### config.mk
export PLATFORM = sky130hd
export DESIGN_NAME = alu_arbiter
export DESIGN_NICKNAME = d
export VERILOG_FILES = /design/src/rtl/alu_arbiter.sv
export SDC_FILE = /design/constraint.sdc
export NUM_CORES = 1
export LEC_CHECK = 0
export ABC_AREA = 1
export CORE_MARGIN = 2
export CORE_UTILIZATION = 39
export DETAILED_ROUTE_END_ITERATION = 6
export PLACE_DENSITY = 0.77
export SYNTH_ARGS = -nofsm -noshare
export SYNTH_HDL_FRONTEND = slang
export SYNTH_SLANG_ARGS = --single-unit
### constraint.sdc
create_clock -name clk -period 1.8 [get_ports clk]
set_input_delay 0.27 -clock clk [delete_from_list [all_inputs] [get_ports clk]]
set_output_delay 0.27 -clock clk [all_outputs]
set_load 0.01 [all_outputs]
### src/rtl/alu_arbiter.sv
// Two-requester front end for one shared multi-cycle ALU: arbitrates, drives the ALU
// operand registers, waits ALU_LAT+1 cycles, returns the result. Macro ALU_ARB_ROUND_ROBIN_EN selects round-robin.
module alu_arbiter #(
    parameter int ALU_LAT = 1
) (
    input  logic       clk,
    input  logic       rst,
    input  logic       req0_valid,
    input  logic [2:0] req0_op,
    input  logic [1:0] req0_a,
    input  logic [1:0] req0_b,
    output logic       req0_ready,
    input  logic       req1_valid,
    input  logic [2:0] req1_op,
    input  logic [1:0] req1_a,
    input  logic [1:0] req1_b,
    output logic       req1_ready,
    output logic       rsp_valid,
    output logic       rsp_id,
    output logic [3:0] rsp_data,
    output logic       rsp_err,
    input  logic       rsp_ready,
    output logic [1:0] alu_a,
    output logic [1:0] alu_b,
    output logic [2:0] alu_s,
    input  logic [3:0] alu_f,
    output logic [1:0] dbg_state
);

    // Handshake: a request transfers on a rising edge where reqN_valid and reqN_ready
    // are both high; a response transfers on an edge where rsp_valid and rsp_ready are high.

    typedef enum logic [1:0] {
        S_IDLE = 2'd0,
        S_WAIT = 2'd1,
        S_RESP = 2'd2
    } state_t;

    localparam logic [2:0] LAT_INIT   = 3'(ALU_LAT);
    localparam logic [2:0] OP_ILLEGAL = 3'd7;

    state_t     state;
    state_t     state_nxt;
    logic [2:0] cnt;
    logic       grant1;
    logic       accept;
    logic [2:0] sel_op;
    logic [1:0] sel_a;
    logic [1:0] sel_b;

`ifdef ALU_ARB_ROUND_ROBIN_EN
    // ptr names the requester favoured when both are valid
    logic ptr;

    always_ff @(posedge clk) begin
        if (rst) begin
            ptr <= 1'b0;
        end else if (accept) begin
            ptr <= ~grant1;
        end
    end

    assign grant1 = req1_valid & (~req0_valid | ptr);
`else
    assign grant1 = req1_valid & ~req0_valid;
`endif

    assign req0_ready = (state == S_IDLE) & ~rst & req0_valid & ~grant1;
    assign req1_ready = (state == S_IDLE) & ~rst & grant1;
    assign accept     = req0_ready | req1_ready;

    assign sel_op = grant1 ? req1_op : req0_op;
    assign sel_a  = grant1 ? req1_a  : req0_a;
    assign sel_b  = grant1 ? req1_b  : req0_b;

    assign rsp_valid = (state == S_RESP);
    assign dbg_state = state;

    always_comb begin
        state_nxt = state;
        case (state)
            S_IDLE: begin
                if (accept) begin
                    state_nxt = (sel_op == OP_ILLEGAL) ? S_RESP : S_WAIT;
                end
            end
            S_WAIT: begin
                if (cnt == 3'd0) begin
                    state_nxt = S_RESP;
                end
            end
            S_RESP: begin
                if (rsp_ready) begin
                    state_nxt = S_IDLE;
                end
            end
            default: state_nxt = S_IDLE;
        endcase
    end

    always_ff @(posedge clk) begin
        if (rst) begin
            state <= S_IDLE;
        end else begin
            state <= state_nxt;
        end
    end

    // ALU operand registers change only on a legal accept, so they stay stable until the next one
    always_ff @(posedge clk) begin
        if (rst) begin
            rsp_id   <= 1'b0;
            rsp_data <= 4'd0;
            rsp_err  <= 1'b0;
            alu_a    <= 2'd0;
            alu_b    <= 2'd0;
            alu_s    <= 3'd0;
            cnt      <= 3'd0;
        end else begin
            case (state)
                S_IDLE: begin
                    if (accept) begin
                        rsp_id <= grant1;
                        if (sel_op == OP_ILLEGAL) begin
                            rsp_data <= 4'd0;
                            rsp_err  <= 1'b1;
                        end else begin
                            alu_a <= sel_a;
                            alu_b <= sel_b;
                            alu_s <= sel_op;
                            cnt   <= LAT_INIT;
                        end
                    end
                end
                S_WAIT: begin
                    if (cnt == 3'd0) begin
                        rsp_data <= alu_f;
                        rsp_err  <= 1'b0;
                    end else begin
                        cnt <= cnt - 3'd1;
                    end
                end
                default: ;
            endcase
        end
    end

endmodule

==> summary.txt <==
Status
  • Outcome: completed

Clock network
  • Sink Count: 18
  • H-tree Lvls: 1
  • Root buffer cell: clkbuf_4
  • Post-CTS sizing: 5
  • CTS max path bufs: 2
  • CTS tree: yes
  • CTS Hold Bufs: 0
  • Clk slew on worst S/H paths: ~0.11 ns
  • Worst-skew pair later-pin latency: 0.29 ns
  • Post-CTS Setup Repair Bufs: 0
  • Num CTS Buffers: 3

GRT
  • Met1 Use GR: 23.26%
  • Initial antenna violation count: 0
  • Total gr overflow: 0
  • First-pass GRT wire length: around 3800 um
  • Vias in the first global route: 939
  • Met2 Usage GRT: about a third
  • Global Route met3 Usage: 2.976%
  • GRT busiest layer: met2
  • Largest net degree at the start of global routing: 12
  • GRT Total Usage: between 10% and 20%

Timing
  • Final number of max-transition violations: 0
  • RSZ-0062 raised after global routing: false
  • Final period utilization: between 80% and 90%
  • Final hold vios: 0
  • Hold_ws: around 0.46 ns
  • Fmax: 0.6272 GHz
  • # setup viols final: 0
  • Slew margin rel.: 81.28%
  • Fin crit period: roughly 1.6 ns
  • Crit path setup slack, layout: 0.2056 ns
  • Worst Skew: around 0.0074 ns
  • Worst slew pin tran: 0.2797 ns

Logic synthesis
  • Seq/Total Area, Yosys: 42.54%
  • Synth warnings: 0
  • Mean Syn Cell Area: 7.366 um2
  • Synth unique cells: 16
  • Yosys top cell area share: 42.54%
  • Mapped Cells: about 120
  • #FFs+latches synth: 18
  • Netlist Area Pre-Place: around 850 um2
  • Main area contributors after synthesis: dfxtp_1 (43%), nand2_1 (12%), nor2_1 (8.4%), a21oi_1 (7.1%), mux2_2 (5.3%)
  • Synthesized Nets: 140
  • Area leader, netlist: dfxtp_1

Critical path
  • CP Class: reg -> out
  • Crit-path cells: nor2_4 > nand2_1 > nor2_1 > dlygate4sd2_1
  • Critical Path Source Type: flip-flop
  • Slowest CP cell: dfxtp_2
  • Crit path DAT: between 1 and 1.5 ns
  • CP Max Fanout: 4
  • Setup crit end kind: output pin
  • Critical path buffer and inverter count: 1
  • Critical Path RT: 1.53 ns
  • Crit path max-delay family: flip-flops
  • CP max stage delay: approximately 0.37 ns

Placement
  • Dpl ws: -0.08439 ns
  • Port buffer count: 40
  • GPL Wtd Cong: between 0.8 and 0.9
  • DP HPWL: about 1700 um
  • Dpl cells: 189
  • Placed cell area: between 1000 and 1500 um2

Detailed routing
  • Routed vias: 904
  • Initial DRC count: 16
  • Detail Route Antenna Nets: 0
  • Residual DRC: 0
  • Drt via density: 4.684
  • DR pass1 iterations: 4
  • DR WL/cell: 11.09 um
  • WL final: 2141 um

Layout
  • # nets final: 192
  • Synthesis-to-finish area growth: 63.07%
  • Post-Layout Inst Area: 1381 um2
  • Commonest non-fill, non-tap cells in the layout: clkdlybuf4s50_1 (37), nand2_1 (28), nor2_1 (19)
  • ANT cells: 0
  • Final cell count without fillers: 193
  • Layout cell share with drive strength beyond 1: between 10% and 20%
  • Most common cell after layout, fill and taps aside: clkdlybuf4s50_1

Power
  • Cell leakage power: 0.6035 nW
  • Pwr dens: a little under 800 nW/um2
  • Total power: between 1 and 1.5 mW
  • VDD IR max: 0.0005071 V

Floorplan
  • Initial Util: 42.31%
  • Die width: between 50 and 60 um
  • IO Pins: 41
  • Core ar.: 2002 um2
  • Die area: 2561 um2
  • Chip height: approximately 50 um
  • Core Rows: 16

Worst hold path
  • Type of the most critical hold path: reg -> reg

Job
  • Max cap viols: 0
-- path summary, 6_finish.rpt --
path | cells past startpoint | from | endpoint | slack (ns)
max | 4 | dbg_state[1] | req1_ready | 0.21
min | 2 | rsp_err | rsp_err | 0.46
max reg2reg | 9 | cnt[0] | cnt[0] | 0.38
min reg2reg | 2 | rsp_err | rsp_err | 0.46
-- worst reg2reg max path, cell delays in order (launching register included) --
cell and delay, ns:
dfxtp_1 0.36, inv_1 0.05, ha_1 0.19, ha_1 0.19, nor2_1 0.16, inv_1 0.09, nand2_4 0.09, inv_1 0.05
nor2_1 0.08, nor2_1 0.05
-- per-layer routing --
| metal | vias up | routed length (um) |
|---|---|---|
| met3 | 4 | 129 |
| met1 | 401 | 959 |
| met2 | 31 | 1022 |
| met5 | - | 0 |
| met4 | 0 | 30 |
| li1 | 468 | - |
-- area by class of cell --
cell class,instances,area (um2)
inverters,13,48.80
repair buffers,48,460.4
fillers,164,620.6
well taps,27,33.78
flip-flops and latches,18,362.8
multi-input cells,83,439.2
clock buffers,4,36.28
-- kinds of logic after synthesis --
kind of cell	synth area share, %
simple gates	30.28
fa+ha+maj	2.954
compound gates	12.70
mux	5.317
buf+inv	6.204
flops	42.54
-- state kept, by name (all words and copies together) (netlist names) --
name,flops
alu_b,2
rsp_data,4
dbg_state,2
rsp_id,1
cnt,3
alu_a,2
rsp_err,1
alu_s,3
-- Yosys cell counts --
master and n:
ha_1 2, nor2_2 1, dfxtp_1 18, inv_1 11, nand2_1 28, nand3_2 2, mux2_2 4, nor2_1 19
inv_2 2, clkbuf_1 1, o21ai_1 2, nand3_1 4, o21ai_0 5, o211ai_2 1, a21oi_1 12, nand2_4 3
-- metrics by stage --
step / TNS [ns] / utilization (%)
floorplan: 0 / -
global placement: -0.08604 / 66.81
detailed placement: -0.1488 / 66.81
CTS: 0 / 68.88
global route: 0 / 69.00
finish: 0 / 69.00
-- where the power goes --
group          switching (mW)  internal (mW)  leakage (nW)
clock                   0.123          0.123        0.0210
sequential             0.0276          0.441         0.148
combinational           0.169          0.184         0.434
(Power assumes the default switching activity.)
